### src/rtl/fetch_queue_unit.sv
// fetch_queue_unit: IF stage with PC ownership, imem request issue and a
// DEPTH-entry instruction queue presented to ID.
//
// Ports:
//   clk, rst              clock (rising edge), asynchronous active-low reset
//   imem_req, imem_addr   instruction read request and address (= PC)
//   imem_rdata            read data, one cycle after an issued request
//   redirect_valid/_pc    branch/jump redirect resolved in ID
//   stallD                ID cannot accept the head entry this cycle
//   validD/instrD/pcplus4D head entry presented to the IF-ID boundary
//   count                 queue occupancy
module fetch_queue_unit #(
   parameter int WIDTH = 32,
   parameter int DEPTH = 4,
   parameter logic [WIDTH-1:0] RESET_PC = '0
) (
   input  logic                       clk,
   input  logic                       rst,
   output logic                       imem_req,
   output logic [WIDTH-1:0]           imem_addr,
   input  logic [WIDTH-1:0]           imem_rdata,
   input  logic                       redirect_valid,
   input  logic [WIDTH-1:0]           redirect_pc,
   input  logic                       stallD,
   output logic                       validD,
   output logic [WIDTH-1:0]           instrD,
   output logic [WIDTH-1:0]           pcplus4D,
   output logic [$clog2(DEPTH):0]     count
);

   localparam int AW = $clog2(DEPTH);
   localparam int CW = AW + 1;
   localparam logic [CW:0]      DEPTH_W = (CW+1)'(DEPTH);
   localparam logic [WIDTH-1:0] FOUR    = WIDTH'(4);
   localparam logic [AW-1:0]    PTR_ONE = AW'(1);
   localparam logic [CW-1:0]    CNT_ONE = CW'(1);

   logic [WIDTH-1:0] pc_q, pc_d;
   logic [WIDTH-1:0] issue_pc_q, issue_pc_d;
   logic [AW-1:0]    rptr_q, rptr_d;
   logic [AW-1:0]    wptr_q, wptr_d;
   logic [CW-1:0]    count_q, count_d;
   logic             inflight_q, inflight_d;
   logic             squash_q, squash_d;
   logic [WIDTH-1:0] ent_instr_q [DEPTH];
   logic [WIDTH-1:0] ent_instr_d [DEPTH];
   logic [WIDTH-1:0] ent_pc_q [DEPTH];
   logic [WIDTH-1:0] ent_pc_d [DEPTH];

   logic [CW:0] occ;
   logic        enq;
   logic        deq;

   // The in-flight request counts toward occupancy so its response
   // always finds a free slot.
   assign occ       = {1'b0, count_q} + {{CW{1'b0}}, inflight_q};
   assign imem_req  = rst & ~redirect_valid & (occ < DEPTH_W);
   assign imem_addr = pc_q;

   assign validD   = (count_q != '0);
   assign instrD   = validD ? ent_instr_q[rptr_q] : '0;
   assign pcplus4D = validD ? ent_pc_q[rptr_q] + FOUR : '0;
   assign count    = count_q;

   assign deq = validD & ~stallD;
   assign enq = inflight_q & ~squash_q & ~redirect_valid;

   always_comb begin
      pc_d        = pc_q;
      issue_pc_d  = issue_pc_q;
      rptr_d      = rptr_q;
      wptr_d      = wptr_q;
      count_d     = count_q;
      inflight_d  = 1'b0;
      squash_d    = 1'b0;
      ent_instr_d = ent_instr_q;
      ent_pc_d    = ent_pc_q;
      if (redirect_valid) begin
         // Wrong-path state is dropped; a response still owed for a
         // pre-redirect request is discarded on arrival via squash.
         pc_d     = redirect_pc;
         rptr_d   = '0;
         wptr_d   = '0;
         count_d  = '0;
         squash_d = inflight_q;
      end else begin
         if (imem_req) begin
            pc_d       = pc_q + FOUR;
            issue_pc_d = pc_q;
            inflight_d = 1'b1;
         end
         if (enq) begin
            ent_instr_d[wptr_q] = imem_rdata;
            ent_pc_d[wptr_q]    = issue_pc_q;
            wptr_d              = wptr_q + PTR_ONE;
         end
         if (deq) begin
            rptr_d = rptr_q + PTR_ONE;
         end
         case ({enq, deq})
            2'b10:   count_d = count_q + CNT_ONE;
            2'b01:   count_d = count_q - CNT_ONE;
            default: count_d = count_q;
         endcase
      end
   end

   always_ff @(posedge clk or negedge rst) begin
      if (!rst) begin
         pc_q       <= RESET_PC;
         issue_pc_q <= '0;
         rptr_q     <= '0;
         wptr_q     <= '0;
         count_q    <= '0;
         inflight_q <= 1'b0;
         squash_q   <= 1'b0;
         for (int i = 0; i < DEPTH; i++) begin
            ent_instr_q[i] <= '0;
            ent_pc_q[i]    <= '0;
         end
      end else begin
         pc_q        <= pc_d;
         issue_pc_q  <= issue_pc_d;
         rptr_q      <= rptr_d;
         wptr_q      <= wptr_d;
         count_q     <= count_d;
         inflight_q  <= inflight_d;
         squash_q    <= squash_d;
         ent_instr_q <= ent_instr_d;
         ent_pc_q    <= ent_pc_d;
      end
   end

endmodule

### config.mk
export PLATFORM = sky130hd
export DESIGN_NAME = fetch_queue_unit
export DESIGN_NICKNAME = d
export VERILOG_FILES = /design/src/rtl/fetch_queue_unit.sv
export SDC_FILE = /design/constraint.sdc
export NUM_CORES = 1
export LEC_CHECK = 0
export ABC_CLOCK_PERIOD_IN_PS = 2900
export BUFFER_PORTS_ARGS = -buffer_cell sky130_fd_sc_hd__buf_2
export CAP_MARGIN = 20
export CORE_AREA = 2 2 297 182
export CTS_CLUSTER_DIAMETER = 200
export CTS_CLUSTER_SIZE = 25
export DETAILED_ROUTE_END_ITERATION = 7
export DIE_AREA = 0 0 299 184
export PLACE_DENSITY = 0.56
export SYNTH_ARGS = -nofsm -noshare
export SYNTH_HDL_FRONTEND = slang
export SYNTH_SLANG_ARGS = --single-unit
### constraint.sdc
create_clock -name clk -period 2.9 [get_ports clk]
set_input_delay 0 -clock clk [delete_from_list [all_inputs] [get_ports clk]]
set_output_delay 0 -clock clk [all_outputs]
set_load 0.1 [all_outputs]
## Word level (Yosys, flattened, before mapping)

Cells that the tools add are included.

- Add/sub/neg operators: 7
- Order comparisons: 4
- Equality and inequality tests: 2
- Multiplexer cells: 23
- Bitwise logic cells: 10
- Reduce and logical (&&, ||, !) cells: 8

Operators with widths:

| cell | count |
|---|---|
| $mux 32 | 9 |
| $bwmux 128 | 2 |
| $bmux 32 s2 | 2 |
| $add 32x3->32 const B | 2 |
| $demux 32 s2 | 1 |
| $mux 2 | 4 |
| $ge 3x3->1 const B | 2 |
| $not 2->3 | 2 |
| $pmux 3 s2 | 1 |
| $reduce_bool 2->1 | 3 |
| $reduce_bool 3->1 | 2 |
| $and 1x1->1 | 5 |
| $add 2x1->2 const B | 2 |
| $add 3x1->4 | 1 |
| $lt 4x3->1 const B | 1 |
| $reduce_and 2->1 | 2 |
| $add 3x1->3 const B | 1 |
| $lt 3x1->1 const B | 1 |
| $mux 1 | 3 |
| $mux 3 | 1 |
| $not 1->1 | 3 |
| $sub 3x1->3 const B | 1 |
| $eq 2x1->1 const B | 1 |
| $eq 2x2->1 const B | 1 |
| $logic_and 1x1->1 | 1 |

- Register bits: 329
- Bits of input ports: 68
- Output and inout bits: 101
- Logic and storage cells: 69

## Logic depth before layout (Yosys ltp)

- Depth in word-level cells: 6
- Mapped depth: 9
- Gate-level depth less buffers: 7

## Worst setup path before layout

No wires, ideal clock.

- Path type: reg2out
- Start point: register rptr_q[0]
- End point: output pcplus4D[22]
- Data arrival time: 5.056 ns
- Required time: 2.900 ns
- Setup slack: -2.156 ns
- Stages on the path, launching flop included: 9
- Path buffers: 3
- Path through: dfrtp_1 > buf_6 > buf_12 > mux4_1 > ha_1 > and4_1 > nand4_1 > clkbuf_1 > o41ai_1

- Word-level cells in the longest chain between the ends: 6

RTL lines:

| what | line | text |
|---|---|---|
| from (decl) | 40 | `logic [AW-1:0] rptr_q, rptr_d;` |
| from (signal assigned) | 124 | `rptr_q <= rptr_d;` |
| $not 2->3 (implied by the code) | 62 | `assign pcplus4D = validD ? ent_pc_q[rptr_q] + FOUR : '0;` |
| $bmux 32 s2 | 62 |  |
| $mux 32 (implied by the code) (2 in series) | 62 |  |
| $add 32x3->32 | 62 |  |
| $mux 32 | 62 |  |
| to (decl) | 27 | `output logic [WIDTH-1:0] pcplus4D,` |

No other way between the ends. The select of a mux whose other input is x is not followed.

## Final worst setup path

- Start point: register rptr_q[0]
- End point: output pcplus4D[28]

Same word-level chain as after synthesis.

==> flow_summary.ini <==
[synth]
netlist_area_um2 = 15500
synth.ff_latch_count = 329
syn_nets = 1259
synth_edf_count = 0
synth_top_area_share_pct = 53.0
yosysWarnings = 0
synth_area_leader_cell = dfrtp_1
yosysSeqAreaShare_pct = 53.0
ys_async_sr_fraction_pct = 100
ys_types = 55
synthTopCellsByArea = dfrtp_1 53%, mux2_2 19%, mux4_2 7.7%, nand2_1 3.4%, mux4_1 1.9%
synth_flop_cell = dfrtp_1
syn_avg_cell_area_um2 = 13.1
synth_cells = 1184

[layout]
final_util_pct = 37.8
mostFrequentLayoutCell = dfrtp_1
final_nets = 1502
final_cell_mix = 323 x dfrtp_1, 258 x mux2_2, 136 x nand2_1, 136 x buf_2, 70 x dlygate4sd3_1
layout-drive-gt1-share_pct = 45.4
fin_area_um2 = 19700
area_delta_synth_final_pct = 26.7
layout.cells.non_filler = 2133
nFillCells = 5033

[critical_path]
crit_type = flip-flop to primary output
cpMostUsedCell = buf_12
crit_chain = buf_12, buf_12, mux4_2, nand4_1, or4b_4, or3_4, a21oi_4, buf_12
worstSetupEndpointType = primary output
worstPathRequired_ns = 2.90
worst-path-max-fanout = 9
critPathSlowestCell = dfrtp_4
start_kind = flip-flop
slowest_delay_ns = 0.59
arrival_ns = 3.19

[clocking]
htreeDepth = 1
cts_tree = yes
numCtsBuffers = 17
clk_latency_ns = 0.52
clk_path_buf_depth = 3
clkTransAtPathRegs_ns = 0.11
root_buffer = clkbuf_16
clock-sinks = 329

[floorplan]
start_util_pct = 29.8
die-area_um2 = 55000
die_height_um = 184
fp.dieW_um = 299
core_um2 = 52000
rows = 65
io_pins = 169

[hold_path]
hold_class = input port to asynchronous set/reset pin

[place]
placed_cell_area_um2 = 18000
io_buffers = 168
hpwlAfterDp_um = 26800
placedCellCount = 2010
gp_congestion = 0.809
pre_cts_slack_ns = -0.0212

[power]
powerDensity_nw_per_um2 = 1100
ir_drop_mv = 1.08
seqPwrFrac_pct = 31.5
netSwitchingFraction_pct = 48.5
p_comb_share_pct = 56.3
power_frac_clock_pct = 12.2
finalPower_mw = 21.6
netSwitchingPower_mw = 10.5
intPower_mw = 11.1
cellLeakagePower_nw = 8.85

[timing]
fin_worst_skew_ns = 0.0324
tightest_slew_ns = 0.917
post-route-period-util_pct = 110
finalWorstSetupSlack_ns = -0.290
drv_slew = 0
setup_viol = 19
relSlewSlack_pct = 38.9
period_minus_slack_ns = 3.19
finalHoldViolations = 0
fin_hold_ws_ns = 0.211
tns_ns = -3.38
max_freq_mhz = 314
rsz0062_at_grt = yes

[detailed_routing]
vias_per_cell = 5.00
drt_iter0_drc = 817
route.detailed.drc = 0
wl_per_cell_um = 20.1
routed_wl_um = 42900
antenna_left = 0
vias = 10672
drt_first_pass_iters = 5

[global_routing]
antenna_found_initial = 3
grt_first_pass_wirelength_um = 66800
first_global_vias = 11183
grtUsageTotal_pct = 15.4
grt_max_degree = 165
overflow = 0

[outcome]
outcome = complete, but fails checks
violations = negative setup slack

[job]
maxCapViolations = 0
synthesized netlist by cell type (all sizes together), types with 3 or more instances:
cell type / count
or2: 4
nor2b: 3
nand2: 140
inv: 9
and3: 11
a31oi: 8
o311ai: 13
or4: 4
nor3b: 3
mux2: 258
clkbuf: 63
nand2b: 3
dfrtp: 329
o31ai: 4
mux2i: 3
a21oi: 16
and4: 6
o21ai: 29
nand4: 18
or3: 4
xnor2: 5
ha: 6
and2: 44
nor2: 33
mux4: 64
o41ai: 4
nand4b: 3
xor2: 11
nor3: 8
buf: 15
nand3: 24
a221o: 7
nor4: 7
o211ai: 7
worst max-delay path: cells and delay by family, from the launching register on:
family | cells | cell delay (ns)
and+or+nand+nor | 3 | 1.04
DFF | 1 | 0.59
buffers and inverters | 3 | 0.52
muxes | 1 | 0.37
AOI/OAI and AO/OA | 1 | 0.15
power by group through the flow:
stage / combinational, mW / clock, mW / sequential (mW)
2_1_floorplan: 8.19 / 0 / 7.10
3_3_place_gp: 11.4 / 0 / 6.83
3_5_place_dp: 11.5 / 0 / 6.89
4_1_cts: 12.0 / 2.76 / 6.83
5_1_grt: 12.8 / 2.94 / 7.02
6_report: 12.2 / 2.64 / 6.83
layout make-up:
class | count | area, um2 | share of cell area (%)
repair buffers | 302 | 2710 | 13.8
multi-input cells | 768 | 7340 | 37.3
clock buffers | 20 | 437 | 2.22
flip-flops and latches | 329 | 8240 | 41.9
inverters | 9 | 33.8 | 0.172
clock inverters | 1 | 30.0 | 0.153
well taps | 703 | 880 | 4.47
diodes | 1 | 2.50 | 0.0127
flip-flops by register name (all words and copies together), names as in the netlist:
name and cells:
ent_pc_q 128, rptr_q 2, squash_q 1, count 3, imem_addr 32, issue_pc_q 32
wptr_q 2, ent_instr_q 128, inflight_q 1
cell families (layout without fill, tap and decap cells):
logic type	count (synthesis)	in the layout	synth area share [%]
AO/OA/AOI/OAI	101	101	4.38
XOR/XNOR	16	16	0.902
adder cells (fa/ha/maj)	7	7	0.612
buffers and inverters	87	332	2.42
flip-flops	329	329	53.0
multiplexers	325	325	28.4
other	0	1	0
AND/OR/NAND/NOR	319	319	10.2
per-layer routing:
layer	up-vias	GRT usage, %	wire length (um)
li1	4792	-	-
met1	5605	22.2	20200
met2	225	24.5	20000
met3	48	2.35	1790
met4	2	3.62	934
met5	-	0	13
path summary, 6_finish.rpt:
| kind | from | endpoint | slack [ns] | cells after the start |
|---|---|---|---|---|
| min reg2reg | ent_pc_q[38] | ent_pc_q[38] | 0.51 | 1 |
| max | rptr_q[0] | pcplus4D[28] | -0.29 | 8 |
| max reg2reg | imem_addr[2] | imem_addr[30] | 0.46 | 6 |
| min in group clk | redirect_pc[9] | imem_addr[9] | 0.23 | 4 |
| max in group asynchronous | rst | ent_pc_q[49] | 1.77 | 3 |
| min | rst | issue_pc_q[13] | 0.21 | 3 |
timing repair:
action	in CTS	in global routing
hold buffers	70	0
cloned	2	1
endpoints found under the hold margin	497	0
setup buffers	22	6
setup endpoints to repair	19	57
pin swaps	20	20
resized for setup	54	24
Note: power is estimated with default switching activity, not from simulation.
